**src/rtl/sram_port_arbiter.sv**
```systemverilog
`default_nettype none
// ============================================================================
// Module   : sram_port_arbiter
// Brief    : Shares one SRAM-like memory port between instruction fetch and
//            data access, one outstanding transaction at a time.
//            Define ARB_ROUND_ROBIN_EN for round-robin tie-breaking
//            (default: data has fixed priority over fetch).
// Revision : 1.0 - initial release
// ============================================================================
module sram_port_arbiter #(
    parameter int ADDR_W = 32,
    parameter int DATA_W = 32
) (
    input  logic                clk,
    input  logic                rst,
    input  logic                inst_req,
    input  logic [ADDR_W-1:0]   inst_addr,
    output logic                inst_addr_ok,
    output logic                inst_data_ok,
    output logic [DATA_W-1:0]   inst_rdata,
    input  logic                data_req,
    input  logic                data_wr,
    input  logic [DATA_W/8-1:0] data_wstrb,
    input  logic [ADDR_W-1:0]   data_addr,
    input  logic [DATA_W-1:0]   data_wdata,
    output logic                data_addr_ok,
    output logic                data_data_ok,
    output logic [DATA_W-1:0]   data_rdata,
    output logic                mem_req,
    output logic                mem_wr,
    output logic [DATA_W/8-1:0] mem_wstrb,
    output logic [ADDR_W-1:0]   mem_addr,
    output logic [DATA_W-1:0]   mem_wdata,
    input  logic                mem_addr_ok,
    input  logic                mem_data_ok,
    input  logic [DATA_W-1:0]   mem_rdata,
    output logic                busy
);

    localparam int c_strb_w = DATA_W / 8;

    localparam logic [1:0] c_st_idle = 2'd0;
    localparam logic [1:0] c_st_req  = 2'd1;
    localparam logic [1:0] c_st_wait = 2'd2;

    logic [1:0]          r_state;
    logic [1:0]          w_state_next;
    logic                r_owner;      // 1 = data requester owns the port
    logic                r_wr;
    logic [c_strb_w-1:0] r_wstrb;
    logic [ADDR_W-1:0]   r_addr;
    logic [DATA_W-1:0]   r_wdata;

    logic w_resp;
    logic w_grant_evt;
    logic w_grant_inst;
    logic w_grant_data;
    logic w_grant_any;

    // Response and grant share a cycle so transactions can run back-to-back
    assign w_resp       = !rst && (r_state == c_st_wait) && mem_data_ok;
    assign w_grant_evt  = !rst && ((r_state == c_st_idle) || w_resp);
    assign w_grant_any  = w_grant_inst || w_grant_data;

`ifdef ARB_ROUND_ROBIN_EN
    logic r_last_grant;  // 1 = data was granted last

    always_comb begin
        w_grant_inst = 1'b0;
        w_grant_data = 1'b0;
        if (w_grant_evt) begin
            if (inst_req && data_req) begin
                w_grant_data = !r_last_grant;
                w_grant_inst = r_last_grant;
            end else begin
                w_grant_data = data_req;
                w_grant_inst = inst_req;
            end
        end
    end

    always_ff @(posedge clk) begin
        if (rst) begin
            r_last_grant <= 1'b0;
        end else if (w_grant_any) begin
            r_last_grant <= w_grant_data;
        end
    end
`else
    assign w_grant_data = w_grant_evt && data_req;
    assign w_grant_inst = w_grant_evt && inst_req && !data_req;
`endif

    always_ff @(posedge clk) begin
        if (rst) begin
            r_state <= c_st_idle;
        end else begin
            r_state <= w_state_next;
        end
    end

    always_comb begin
        w_state_next = r_state;
        case (r_state)
            c_st_idle: if (w_grant_any) w_state_next = c_st_req;
            c_st_req:  if (mem_addr_ok) w_state_next = c_st_wait;
            c_st_wait: begin
                if (mem_data_ok) begin
                    w_state_next = w_grant_any ? c_st_req : c_st_idle;
                end
            end
            default:   w_state_next = c_st_idle;
        endcase
    end

    // Request fields are captured once per grant and held until the next one
    always_ff @(posedge clk) begin
        if (rst) begin
            r_owner <= 1'b0;
            r_wr    <= 1'b0;
            r_wstrb <= '0;
            r_addr  <= '0;
            r_wdata <= '0;
        end else if (w_grant_data) begin
            r_owner <= 1'b1;
            r_wr    <= data_wr;
            r_wstrb <= data_wstrb;
            r_addr  <= data_addr;
            r_wdata <= data_wdata;
        end else if (w_grant_inst) begin
            r_owner <= 1'b0;
            r_wr    <= 1'b0;
            r_wstrb <= '0;
            r_addr  <= inst_addr;
            r_wdata <= '0;
        end
    end

    assign inst_addr_ok = w_grant_inst;
    assign data_addr_ok = w_grant_data;
    assign inst_data_ok = w_resp && !r_owner;
    assign data_data_ok = w_resp && r_owner;
    assign inst_rdata   = mem_rdata;
    assign data_rdata   = mem_rdata;

    assign mem_req   = (r_state == c_st_req);
    assign mem_wr    = r_wr;
    assign mem_wstrb = r_wstrb;
    assign mem_addr  = r_addr;
    assign mem_wdata = r_wdata;
    assign busy      = (r_state != c_st_idle);

endmodule
`default_nettype wire

```
**config.mk**
```make
export PLATFORM = sky130hd
export DESIGN_NAME = sram_port_arbiter
export DESIGN_NICKNAME = d
export VERILOG_FILES = /design/src/rtl/sram_port_arbiter.sv
export SDC_FILE = /design/constraint.sdc
export NUM_CORES = 1
export LEC_CHECK = 0
export BUFFER_PORTS_ARGS = -buffer_cell sky130_fd_sc_hd__buf_2
export CORE_AREA = 2 2 107 109
export CTS_BUF_LIST = sky130_fd_sc_hd__clkbuf_4
export CTS_CLUSTER_DIAMETER = 150
export DETAILED_ROUTE_END_ITERATION = 16
export DIE_AREA = 0 0 109 111
export PLACE_DENSITY = 0.75
export SLEW_MARGIN = 20
export SYNTH_ARGS = -nofsm -noshare
export SYNTH_HDL_FRONTEND = slang
export SYNTH_SLANG_ARGS = --single-unit
```
**constraint.sdc**
```tcl
create_clock -name clk -period 1.7 [get_ports clk]
set_clock_uncertainty 0.15 [all_clocks]
set_input_delay 0.17 -clock clk [delete_from_list [all_inputs] [get_ports clk]]
set_output_delay 0.17 -clock clk [all_outputs]
set_load 0.01 [all_outputs]
```
==> run metrics <==
placer's final routability congestion estimate about 0.76; initial antenna violation count 0; Finished Layout Cells a little over 700; max layer used met4; FF-to-FF path depth 5; R2R Path Start r_state[1]$_SDFFE_PP0P_; Crit path depth 4; Min-Delay Path Class primary input to flip-flop; TritonCTS clock tree built; Port-buffer cells 181; Hold Path Origin data_addr[12]; Initial Util 0.304; Placed Area just under 4000 sq um; first-pass GRT wire length approximately 18000 um; most common cell in the netlist dfxtp_1; Routed WL 12000 um; clk slew on worst S/H paths around 0.13 ns; Slowest cell on crit path dfxtp_4; final hold violations 0; critical path data required time approximately 1.4 ns; Logic pwr share 0.233; die footprint 12100 sq um; most frequent cells after synthesis 72 x dfxtp_1, 65 x buf_4, 64 x inv_1, 37 x a22o_1; CP Launch Point r_state[0]$_SDFFE_PP0P_; Crit path buffers/inverters 2; utilization after layout 0.473; fmax 610 MHz; #FFs+latches synth between 70 and 80; Psw around 1.2 mW; total core area between 10000 and 15000 sq um; clk root buf clkbuf_4; Avg WL per Cell 16.7 um; netlist area before placement 3360 sq um; flop2flop setup slack approximately 0.1 ns; DRC errors left 0; critical path cell sequence nor2_4 -> and3_4 -> buf_12 -> buf_6; Yosys warnings 0; crit path to data_addr_ok; Seq pwr share 0.454; Yosys cell types 26; PwrDens 795 nW/um^2; Max-slew headroom 0.721; Final ANT Viol Nets 0; vias in the first global route 3644; critical path class flip-flop to output pin; startpoint types flip-flop; Seq/Total Area, Yosys 0.428; drt pass-1 iters 4; Final nets just over 700; DR WL met2 5640 um; clk sinks 72; Post-Place Cells 596; CP Capture Type output pin; CP Max Fanout 3; Main synth FF type dfxtp_1; largest net degree at the start of global routing 36; # fillers 975; clk_lat worst skew roughly 0.42 ns; DRT met1 WL 4590 um; Sw Ratio 0.285; CTS Buffer Depth 2; final setup TNS 0 ns; hold slack ~0.038 ns; max-slew violations 0; post-DP HPWL about 6800 um; Via density 4.87; remaining global-route overflow 0; net count after synthesis between 400 and 500; RSZ-0062 raised after global routing yes; Layout area overhead 55.9%; ys async rst share 0; Tmin final ~1.6 ns; DIE HEIGHT 111 um; Iter 0 DRT Violations 210; I/O pins 278; Worst Tran Pin Value around 0.42 ns; ant diodes 0; max cap viols 0; GRT Resource Usage Total 0.193; Synth top area share 0.428; WL met3 1160 um; layout cells sized above 1 0.395; Final Cell Area 5240 sq um; Mean Syn Cell Area 9.59 sq um; Int Power between 2 and 3 mW; Leak Pwr approximately 2.8 nW; Area contributors post-synth dfxtp_1 43%, buf_4 15%, a22o_1 9.6%; Max H-tree Level 3; worst r2r dst r_state[1]$_SDFFE_PP0P_; Worst EP arrival roughly 1.3 ns; outcome finished, final reports clean; CTS buffer count 9; number of synthesized flops with an enable pin 0; Core Rows 39; Final period util 0.965; via count ~3.5k; cell accounting for the most synthesized area dfxtp_1; worst vdd ir 378 uV; Max stage delay on crit path between 0.3 and 0.4 ns; clock power share 0.313; Mapped Cells 351; final setup vio count 0; Worst path top cell family by delay flip-flops; die width about 110 um
-- cell families (layout without fill, tap and decap cells) --
group,count (synthesis),in the layout,share of synthesized area
compound gates,106,106,0.275
flops,72,72,0.428
simple gates,17,17,0.0275
buf+inv,156,377,0.269
-- placed cells by master (no fill, tap or decap), types with 3 or more instances in the layout --
master | synthesis | layout
inv_6 | 0 | 3
dfxtp_1 | 72 | 70
a221oi_1 | 31 | 31
buf_12 | 0 | 4
buf_2 | 7 | 177
o22a_1 | 31 | 31
a22o_1 | 37 | 37
buf_6 | 9 | 4
nor2_1 | 4 | 4
inv_1 | 64 | 64
clkbuf_4 | 0 | 9
buf_4 | 65 | 11
dlygate4sd3_1 | 0 | 97
-- worst reg2reg max path, delay by kind of cell (launching register included) --
family	cells	cell delay, ns
AO/OA/AOI/OAI	1	0.10
AND/OR/NAND/NOR	2	0.24
flip-flops	1	0.35
buffers and inverters	2	0.71
-- layout make-up --
cell class	count	area, sq um	area share
Timing Repair Buffer	296	2140	0.408
Sequential cell	72	1450	0.276
Multi-Input combinational cell	123	1060	0.203
Inverter	65	244	0.0465
Tap cell	143	179	0.0341
Clock inverter	7	103	0.0196
Clock buffer	9	67.6	0.0129
-- per-stage QoR --
stage          total power [mW]  setup slack (ns)
2_1_floorplan              2.47             0.255
3_3_place_gp               2.62             0.198
3_5_place_dp               2.65             0.162
4_1_cts                    4.20          0.000724
5_1_grt                    4.36           -0.0226
6_report                   4.17            0.0598
-- sequential cells by signal, summed over array words and instances, names as in the netlist --
register,flops
mem_addr,32
mem_wdata,32
mem_wr,1
mem_wstrb,4
r_owner,1
r_state,2
-- per-layer routing --
metal,GRT usage,vias up
met3,0.0594,60
met2,0.331,222
li1,-,1594
met5,0,-
met1,0.198,1608
met4,0.128,0
-- power groups by stage --
stage / Sequential [mW] / Clock [mW] / Combinational [mW]
after global placement: 1.93 / 0 / 0.693
after CTS: 1.89 / 1.36 / 0.949
after floorplan: 1.99 / 0 / 0.479
final: 1.89 / 1.30 / 0.969
after detailed placement: 1.93 / 0 / 0.716
after global routing: 1.91 / 1.41 / 1.04
-- how the worst min path moves through the flow --
stage,to,cells after the start
3_3_place_gp,data_rdata[12],0
3_5_place_dp,data_rdata[12],0
6_report,mem_addr[12]$_SDFFE_PP0N_,4
5_1_grt,mem_addr[23]$_SDFFE_PP0N_,4
2_1_floorplan,mem_wdata[13]$_SDFFE_PP0N_,1
4_1_cts,mem_addr[9]$_SDFFE_PP0N_,4
-- repair_timing --
action                                 CTS  global route
gates resized for setup                 15             3
cloned                                   2             0
endpoints found under the hold margin   71             0
pin swaps                                1             3
setup endpoints to repair                5             5
hold buffers                            98             0
setup buffers                            3             1
(Power assumes the default switching activity.)
